==> src/rtl/hand_gesture_pkg.sv <==
// Shared definitions for the hand-gesture centroid path: frame geometry,
// coordinate widths and the mask-streamer scan states.
package hand_gesture_pkg;

    localparam int H_RES_DEF = 1280;
    localparam int V_RES_DEF = 720;
    localparam int X_W       = 11;
    localparam int Y_W       = 10;

    typedef enum logic [1:0] {
        IDLE  = 2'd0,
        SCAN  = 2'd1,
        DRAIN = 2'd2,
        TAB   = 2'd3
    } scan_state_t;

endpackage

==> src/rtl/mask_pixel_streamer_coord_pipe.sv <==
// DEPTH-stage shift register that carries {in_frame, x, y} alongside the mask
// BRAM read so coordinates line up with the returned mask bit.
module coord_pipe #(
    parameter int DEPTH = 2,
    parameter int W     = 22
) (
    input  logic         clk_in,
    input  logic         rst_in,
    input  logic [W-1:0] d_in,
    output logic [W-1:0] q_out
);

    logic [W-1:0] stage_q [DEPTH];

    always_ff @(posedge clk_in or negedge rst_in) begin
        if (!rst_in) begin
            for (int i = 0; i < DEPTH; i++) stage_q[i] <= '0;
        end else begin
            stage_q[0] <= d_in;
            for (int i = 1; i < DEPTH; i++) stage_q[i] <= stage_q[i-1];
        end
    end

    assign q_out = stage_q[DEPTH-1];

endmodule

==> src/rtl/mask_pixel_streamer.sv <==
// Walks a 1-bit mask frame buffer in row-major order, emitting one (x, y) beat
// per set bit and closing each frame with a single tabulate pulse.
//
// state | meaning
// IDLE  | waiting for start_in; rd_addr_out held at 0
// SCAN  | issuing one read address per cycle, 0..N-1
// DRAIN | letting the last reads and their beats flush out (RD_LATENCY+1 cycles)
// TAB   | tabulate_out high for one cycle; pixel count latched
module mask_pixel_streamer
    import hand_gesture_pkg::*;
#(
    parameter int H_RES      = H_RES_DEF,
    parameter int V_RES      = V_RES_DEF,
    parameter int RD_LATENCY = 2,
    parameter int ADDR_W     = $clog2(H_RES*V_RES)
) (
    input  logic              clk_in,
    input  logic              rst_in,
    input  logic              start_in,
    output logic [ADDR_W-1:0] rd_addr_out,
    input  logic              rd_data_in,
    output logic [X_W-1:0]    x_out,
    output logic [Y_W-1:0]    y_out,
    output logic              valid_out,
    output logic              tabulate_out,
    output logic              busy_out,
    output logic [ADDR_W-1:0] pixel_count_out
);

    localparam logic [ADDR_W-1:0] ADDR_LAST  = ADDR_W'(H_RES*V_RES - 1);
    localparam logic [X_W-1:0]    X_LAST     = X_W'(H_RES - 1);
    localparam logic [2:0]        DRAIN_INIT = 3'(RD_LATENCY);
    localparam int                PW         = 1 + X_W + Y_W;

    scan_state_t       state_q, state_d;
    logic [ADDR_W-1:0] addr_q, addr_d;
    logic [X_W-1:0]    xc_q, xc_d;
    logic [Y_W-1:0]    yc_q, yc_d;
    logic [2:0]        drain_q, drain_d;

    logic [X_W-1:0]    x_q;
    logic [Y_W-1:0]    y_q;
    logic              valid_q;
    logic [ADDR_W-1:0] run_cnt_q, run_cnt_d;
    logic [ADDR_W-1:0] pix_cnt_q;

    logic [PW-1:0]     pipe_in, pipe_out;
    logic              tail_in_frame, beat, start_ok;
    logic [X_W-1:0]    tail_x;
    logic [Y_W-1:0]    tail_y;

    assign pipe_in = {state_q == SCAN, xc_q, yc_q};

    coord_pipe #(
        .DEPTH (RD_LATENCY),
        .W     (PW)
    ) u_coord_pipe (
        .clk_in (clk_in),
        .rst_in (rst_in),
        .d_in   (pipe_in),
        .q_out  (pipe_out)
    );

    assign {tail_in_frame, tail_x, tail_y} = pipe_out;
    assign beat     = tail_in_frame & rd_data_in;
    assign start_ok = (state_q == IDLE) & start_in;

    always_comb begin
        state_d = state_q;
        addr_d  = addr_q;
        xc_d    = xc_q;
        yc_d    = yc_q;
        drain_d = drain_q;
        case (state_q)
            IDLE: begin
                if (start_in) begin
                    state_d = SCAN;
                    addr_d  = '0;
                    xc_d    = '0;
                    yc_d    = '0;
                end
            end
            SCAN: begin
                if (addr_q == ADDR_LAST) begin
                    state_d = DRAIN;
                    drain_d = DRAIN_INIT;
                    addr_d  = '0;
                    xc_d    = '0;
                    yc_d    = '0;
                end else begin
                    addr_d = addr_q + 1'b1;
                    if (xc_q == X_LAST) begin
                        xc_d = '0;
                        yc_d = yc_q + 1'b1;
                    end else begin
                        xc_d = xc_q + 1'b1;
                    end
                end
            end
            DRAIN: begin
                if (drain_q == '0) state_d = TAB;
                else               drain_d = drain_q - 1'b1;
            end
            TAB:     state_d = IDLE;
            default: state_d = IDLE;
        endcase
    end

    always_comb begin
        run_cnt_d = run_cnt_q;
        if (start_ok)  run_cnt_d = '0;
        else if (beat) run_cnt_d = run_cnt_q + 1'b1;
    end

    always_ff @(posedge clk_in or negedge rst_in) begin
        if (!rst_in) begin
            state_q <= IDLE;
            addr_q  <= '0;
            xc_q    <= '0;
            yc_q    <= '0;
            drain_q <= '0;
        end else begin
            state_q <= state_d;
            addr_q  <= addr_d;
            xc_q    <= xc_d;
            yc_q    <= yc_d;
            drain_q <= drain_d;
        end
    end

    // Coordinates only move on a beat so downstream sees the last pixel held.
    always_ff @(posedge clk_in or negedge rst_in) begin
        if (!rst_in) begin
            valid_q   <= 1'b0;
            x_q       <= '0;
            y_q       <= '0;
            run_cnt_q <= '0;
            pix_cnt_q <= '0;
        end else begin
            valid_q   <= beat;
            run_cnt_q <= run_cnt_d;
            if (beat) begin
                x_q <= tail_x;
                y_q <= tail_y;
            end
            if (state_q == TAB) pix_cnt_q <= run_cnt_q;
        end
    end

    assign rd_addr_out     = addr_q;
    assign x_out           = x_q;
    assign y_out           = y_q;
    assign valid_out       = valid_q;
    assign tabulate_out    = (state_q == TAB);
    assign busy_out        = (state_q != IDLE);
    assign pixel_count_out = pix_cnt_q;

endmodule

==> config.mk <==
export PLATFORM = sky130hd
export DESIGN_NAME = mask_pixel_streamer
export DESIGN_NICKNAME = d
export VERILOG_FILES = /design/src/rtl/hand_gesture_pkg.sv /design/src/rtl/mask_pixel_streamer_coord_pipe.sv /design/src/rtl/mask_pixel_streamer.sv
export SDC_FILE = /design/constraint.sdc
export NUM_CORES = 1
export LEC_CHECK = 0
export BUFFER_PORTS_ARGS = -buffer_cell sky130_fd_sc_hd__buf_2
export CORE_MARGIN = 2
export CORE_UTILIZATION = 50
export CTS_BUF_LIST = sky130_fd_sc_hd__clkbuf_16
export DETAILED_ROUTE_END_ITERATION = 16
export PLACE_DENSITY_LB_ADDON = 0.25
export SLEW_MARGIN = 5
export SYNTH_ARGS = -nofsm -noshare
export SYNTH_HDL_FRONTEND = slang
export SYNTH_SLANG_ARGS = --single-unit
==> constraint.sdc <==
create_clock -name clk_in -period 2.5 [get_ports clk_in]
set_input_delay 0.5 -clock clk_in [delete_from_list [all_inputs] [get_ports clk_in]]
set_output_delay 0.5 -clock clk_in [all_outputs]
set_load 0.05 [all_outputs]
Word level (Yosys, flattened, before mapping)
Cells that the tools add are included.
{"block": "word_totals", "regBits": 152, "out_inout_bits": 64, "wordCells": 59}
{"block": "op_classes", "n_addsub": 5, "eq_ne": 10, "mux": 20, "n_bitwise": 2, "reduce_logical": 10}
{"op": "two-way mux 20 bit", "count": 4}
{"op": "adder 20 x 1 -> 20 bit (second input constant)", "count": 2}
{"op": "case mux 20 bit (2 select lines)", "count": 1}
{"op": "two-way mux 11 bit", "count": 3}
{"op": "two-way mux 10 bit", "count": 3}
{"op": "case mux 11 bit (2 select lines)", "count": 1}
{"op": "equality test 20 bit (second input constant)", "count": 1}
{"op": "case mux 10 bit (2 select lines)", "count": 1}
{"op": "adder 11 x 1 -> 11 bit (second input constant)", "count": 1}
{"op": "equality test 11 bit (second input constant)", "count": 1}
{"op": "adder 10 x 1 -> 10 bit (second input constant)", "count": 1}
{"op": "AND reduction 3 bit", "count": 3}
{"op": "!= test 2 bit (second input constant)", "count": 4}
{"op": "case mux 2 bit (4 select lines)", "count": 1}
{"op": "nonzero test 2 bit", "count": 4}
{"op": "two-way mux 2 bit", "count": 3}
{"op": "two-way mux 3 bit", "count": 2}
{"op": "case mux 3 bit (2 select lines)", "count": 1}
{"op": "equality test 2 bit (second input constant)", "count": 2}
{"op": "zero test 3 bit", "count": 1}
{"op": "!= test 3 bit (second input constant)", "count": 1}
{"op": "subtractor 3 x 1 -> 3 bit (second input constant)", "count": 1}
{"op": "bitwise AND 1 bit", "count": 2}
{"op": "equality test 2 x 1 -> 1 bit (second input constant)", "count": 1}
{"op": "other kinds (2)", "count": 2}

Depth between registers and ports, before layout
{"block": "depth", "ltp_word": 4, "mapped_depth": 8, "mapped_depth_nobuf": 7}

By module
A second synthesis with hierarchy kept.
{"block": "hier_totals", "cells_unflattened": 528, "area_unflattened_um2": 6344.8}
{"module": "mask_pixel_streamer", "instances": 1, "cells_per_inst": 462, "area_each_um2": 5078.6, "seq_area_each_um2": 2702.6}
{"module": "coord_pipe", "instances": 1, "cells_per_inst": 66, "area_each_um2": 1266.2, "seq_area_each_um2": 1101.1}

Worst setup path before layout
Ideal clock, no wire load.
{"block": "synth_timing", "path_type": "reg2reg", "startpoint": "register addr_q[0] (netlist: rd_addr_out[0])", "endpoint": "register state_q[1]", "setup_ps": 125, "arrival_time_ps": 2159, "path_slack_ps": 216, "stages_incl_launch_ff": 8, "n_path_buf": 1, "cell_sequence": "dfrtp_1 ha_1 nand2_1 nor4_4 a21bo_1 buf_6 o211ai_4 mux2_4"}
{"block": "synth_via", "elab_chain_len": 3}
{"item": "start, declared", "line_no": "mask_pixel_streamer.sv:36", "rtl": "logic [ADDR_W-1:0] addr_q, addr_d;"}
{"item": "start signal, assigned", "line_no": "mask_pixel_streamer.sv:124", "rtl": "addr_q <= addr_d;"}
{"item": "equality test 20 bit", "line_no": "mask_pixel_streamer.sv:84", "rtl": "if (addr_q == ADDR_LAST) begin"}
{"item": "!= test 2 bit (no line)"}
{"item": "AND reduction 3 bit (no line)"}
{"item": "end signal, assigned", "line_no": "mask_pixel_streamer.sv:123", "rtl": "state_q <= state_d;"}
{"item": "end, declared", "line_no": "mask_pixel_streamer.sv:35", "rtl": "scan_state_t state_q, state_d;"}
No other way between the ends.
A chain may end at the register's enable or synchronous reset.

Worst setup path in the final report
{"block": "layout_timing", "startpoint": "register state_q[1]", "endpoint": "register yc_q[1]"}
{"block": "layout_via", "elab_chain_len": 3, "word_cells_on_any_way": 7, "cone_classes": "3 x eq/ne; 1 x mux; 3 x reduce/logical"}
{"item": "equality test 2 x 1 -> 1 bit (*)"}
{"item": "via pipe_in[21]", "line_no": "mask_pixel_streamer.sv:47", "rtl": "logic [PW-1:0] pipe_in, pipe_out;"}
{"item": "!= test 3 bit (no line) / nonzero test 2 bit (equally long branches)"}
{"item": "AND reduction 3 bit (no line)"}
{"item": "end signal, assigned", "line_no": "mask_pixel_streamer.sv:126", "rtl": "yc_q <= yc_d;"}
{"item": "end, declared", "line_no": "mask_pixel_streamer.sv:38", "rtl": "logic [Y_W-1:0] yc_q, yc_d;"}
Mark *: on every way through the listed nets, which the timed path passes. The rest lies on a longest branch.

==> run metrics <==
status=complete, no violations; final HPWL from detailed placement=a little over 8000 um; Antenna Diode Count=0; number of cells traversed by the worst register-to-register path=5; area share of the leading cell type in the synthesized netlist=between 60% and 70%; hold bufs inserted after CTS=0; final worst slack=between 0.2 and 0.3 ns; Post-synth EDFFs=0; synthesized instance count=~520; distinct cell type count after synthesis=between 50 and 60; Site Rows=40; combinational power share=3.5%; area grow syn2layout=18.2%; data arrival at the endpoint of the critical path=2.57 ns; switching share of power=a little over a fifth; category of the worst setup path launch point=flop; Yosys warning total=0; most frequent cell after synthesis=sky130_fd_sc_hd__dfrtp_1; placeable core region=12200 um^2; total of fill cells in the finished design=992; Starting Density=51.8%; Port Buffers=between 60 and 70; global-route track usage on met3=4.72%; number of top-level pins=68; final-stage net count=between 600 and 700; Setup Total Neg Slack=0 ns; number of failing setup endpoints in the final timing report=0; first-pass GRT wire length=20100 um; number of CTS-inserted buffers=17; Worst EP required=around 2.8 ns; Via-to-Cell Ratio=5.38; library cell occupying the most area in the post-synthesis netlist=sky130_fd_sc_hd__dfrtp_1; syn nets=roughly 540; dominant synthesized flop cell=sky130_fd_sc_hd__dfrtp_1; CTS root buf=sky130_fd_sc_hd__clkbuf_16; power per unit of standard cell area=approximately 700 nW/um^2; number of antenna violations at the first check in global routing=0; Antenna Nets Post-Route=0; Most Used Layer, Global Route=met2; post-cts repair resize count=0; DIE HEIGHT=about 120 um; share of flip-flops with an asynchronous set or reset after synthesis=100%; max incr delay on CP=approximately 0.75 ns; worst setup skew after layout=0.0129 ns; cell-by-cell trace of the critical path=inv_1 -> ha_1 -> a21boi_2 -> a21oi_1 -> o21ai_0; switching power total=1.15 mW; Longest Clk Path Bufs=2; part of the Yosys area used for sequential elements=60.4%; worst-case vdd ir drop=around 0.00039 V; H-tree depth=4; wire length per cell=15.3 um; largest net degree at the start of global routing=56; leading post-synthesis cells by cell area=sky130_fd_sc_hd__dfrtp_1 60%, sky130_fd_sc_hd__mux2_2 7.5%, sky130_fd_sc_hd__nor2_1 3.0%, sky130_fd_sc_hd__nand2_1 2.7%, sky130_fd_sc_hd__ha_1 2.2%; top cell types by occurrence after synthesis=152 x sky130_fd_sc_hd__dfrtp_1, 50 x sky130_fd_sc_hd__nor2_1, 45 x sky130_fd_sc_hd__nand2_1, 42 x sky130_fd_sc_hd__mux2_2, 22 x sky130_fd_sc_hd__o21ai_0; leakage dissipation=between 3 and 4 nW; Clk network pwr share=a little under half; overflow left after global routing=0; Highest Clock Rate=~0.45 GHz; final hold violation count=0; full die area=between 10000 and 15000 um^2; combined area of all synthesized cells=6300 um^2; DP Worst Slack=~0.27 ns; number of optimization iterations in the first detailed-route pass=5; number of max-capacitance violations reported=0; total global routing track utilization=approximately a fifth; met2 track demand over resource in global routing=about 30%; share of total power in sequential cells=48.9%; share of the cycle needed by the critical path after routing=89.6%; setup repair after global routing missed its margin=no; type of destination of the critical path=flop; path type of the worst min-delay path=in -> async; wirelength, routed=11900 um; latest clock arrival within the worst-skew pair=0.42 ns; slowest cell on the critical path=sky130_fd_sc_hd__a21boi_2; TritonCTS sink count=between 150 and 200; crit path kind=reg -> reg; #FFs+latches synth=around 150; clock transition at the registers of the reported paths=approximately 0.06 ns; minimum period implied by the final worst setup slack=~2.2 ns; fraction of final layout cells sized beyond drive strength 1=27.4%; Die Width=about 120 um; internal power component=4.13 mW; global routing usage on met1=between 20% and 30%; routability cong.=0.815; Mapped Avg Cell Area=~12 um^2; number of DRC violations after detailed routing=0; worst slew pin tran=0.854 ns; TritonCTS clock tree=done; via count of the first global-routing pass=about 4200; drt first-iter violations=approximately 200; maximum net fanout on the critical path=16; final number of max-transition violations=0; setup fix buffers added after clock tree synthesis=0; via count=4208; worst-case headroom to the max-slew limit=a little over two fifths
layer usage:
layer / share of wire, % / wire length [um]
met4: 0.67 / 80
met2: 48 / 5790
met5: 0 / 0
met3: 4.5 / 540
met1: 46 / 5540
layout by cell type (no fill, tap or decap), types with 4 or more instances in the layout:
master and n:
sky130_fd_sc_hd__a21o_1 7, sky130_fd_sc_hd__clkinvlp_4 4, sky130_fd_sc_hd__nand3_1 17, sky130_fd_sc_hd__nor2_1 50
sky130_fd_sc_hd__buf_2 66, sky130_fd_sc_hd__buf_4 10, sky130_fd_sc_hd__a31oi_1 4, sky130_fd_sc_hd__xnor2_1 15
sky130_fd_sc_hd__o21ai_0 22, sky130_fd_sc_hd__o22ai_1 4, sky130_fd_sc_hd__a21oi_1 13, sky130_fd_sc_hd__dfrtp_1 152
sky130_fd_sc_hd__nand2_1 45, sky130_fd_sc_hd__nor3_1 5, sky130_fd_sc_hd__inv_1 14, sky130_fd_sc_hd__xor2_1 14
sky130_fd_sc_hd__clkinv_2 4, sky130_fd_sc_hd__mux2i_1 4, sky130_fd_sc_hd__clkbuf_16 17, sky130_fd_sc_hd__mux2_2 42
sky130_fd_sc_hd__nand4_1 16, sky130_fd_sc_hd__and3_1 8, sky130_fd_sc_hd__nand2b_1 4, sky130_fd_sc_hd__a22o_1 6
sky130_fd_sc_hd__ha_1 11
metrics by stage:
step | hold WS, ns | instances | area, um^2 | utilization, % | total power [mW]
global route | 0.0346 | 782 | 7440 | 61.2 | 5.49
CTS | 0.0180 | 782 | 7440 | 61.2 | 5.34
global placement | 0.335 | 750 | 6860 | 56.4 | 2.81
floorplan | 0.204 | 521 | 6300 | - | 2.71
detailed placement | 0.335 | 750 | 6860 | 56.4 | 2.81
finish | 0.0119 | 782 | 7440 | 61.2 | 5.28
registers in the layout, indices dropped and copies added (netlist names):
register / flops
run_cnt_q: 20
u_coord_pipe.stage_q: 22
rd_addr_out: 20
x_out: 11
drain_q: 3
y_out: 10
yc_q: 10
state_q: 2
valid_out: 1
u_coord_pipe.q_out: 22
xc_q: 11
pixel_count_out: 20
kinds of logic after synthesis:
group,synth area share (%)
AOI/OAI and AO/OA,7.47
xor gates and xnor gates,4.03
adders and majority gates,2.19
buffers and inverters,2.23
DFF,60.4
muxes,8.55
and+or+nand+nor,15.1
power by group through the flow:
stage	Clock (mW)	Combinational [mW]	Sequential [mW]
floorplan	0	0.0969	2.62
global placement	0	0.185	2.62
detailed placement	0	0.191	2.62
CTS	2.57	0.192	2.58
global route	2.68	0.219	2.59
finish	2.51	0.186	2.58
cell type report:
cell class	count	area, um^2	share of cell area (%)
sequential	152	3800	51.1
multi-input combinational	338	2360	31.6
timing repair buffer	78	437	5.87
clock buffer	17	425	5.71
tap	168	210	2.82
clock inverter	15	160	2.15
inverter	14	52.6	0.706
worst max-delay path: cells and delay by family (launching register included):
family | cells | cell delay [ns]
flops | 1 | 0.42
compound gates | 3 | 1.25
buf+inv | 1 | 0.12
fa+ha+maj | 1 | 0.37
worst paths after layout:
path	endpoint	from	slack, ns
worst max-delay path	yc_q[1]$_DFFE_PN0P_	state_q[1]$_DFFE_PN0P_	0.26
worst min-delay path	yc_q[0]$_DFFE_PN0P_	rst_in	0.01
worst max register to register	yc_q[1]$_DFFE_PN0P_	state_q[1]$_DFFE_PN0P_	0.26
worst min register to register	u_coord_pipe.q_out[20]$_DFF_PN0_	u_coord_pipe.stage_q[42]$_DFF_PN0_	0.35
max in group asynchronous	u_coord_pipe.q_out[13]$_DFF_PN0_	rst_in	1.76
min in group clk_in	u_coord_pipe.q_out[20]$_DFF_PN0_	u_coord_pipe.stage_q[42]$_DFF_PN0_	0.35
Power figures use the tool's default switching activity.
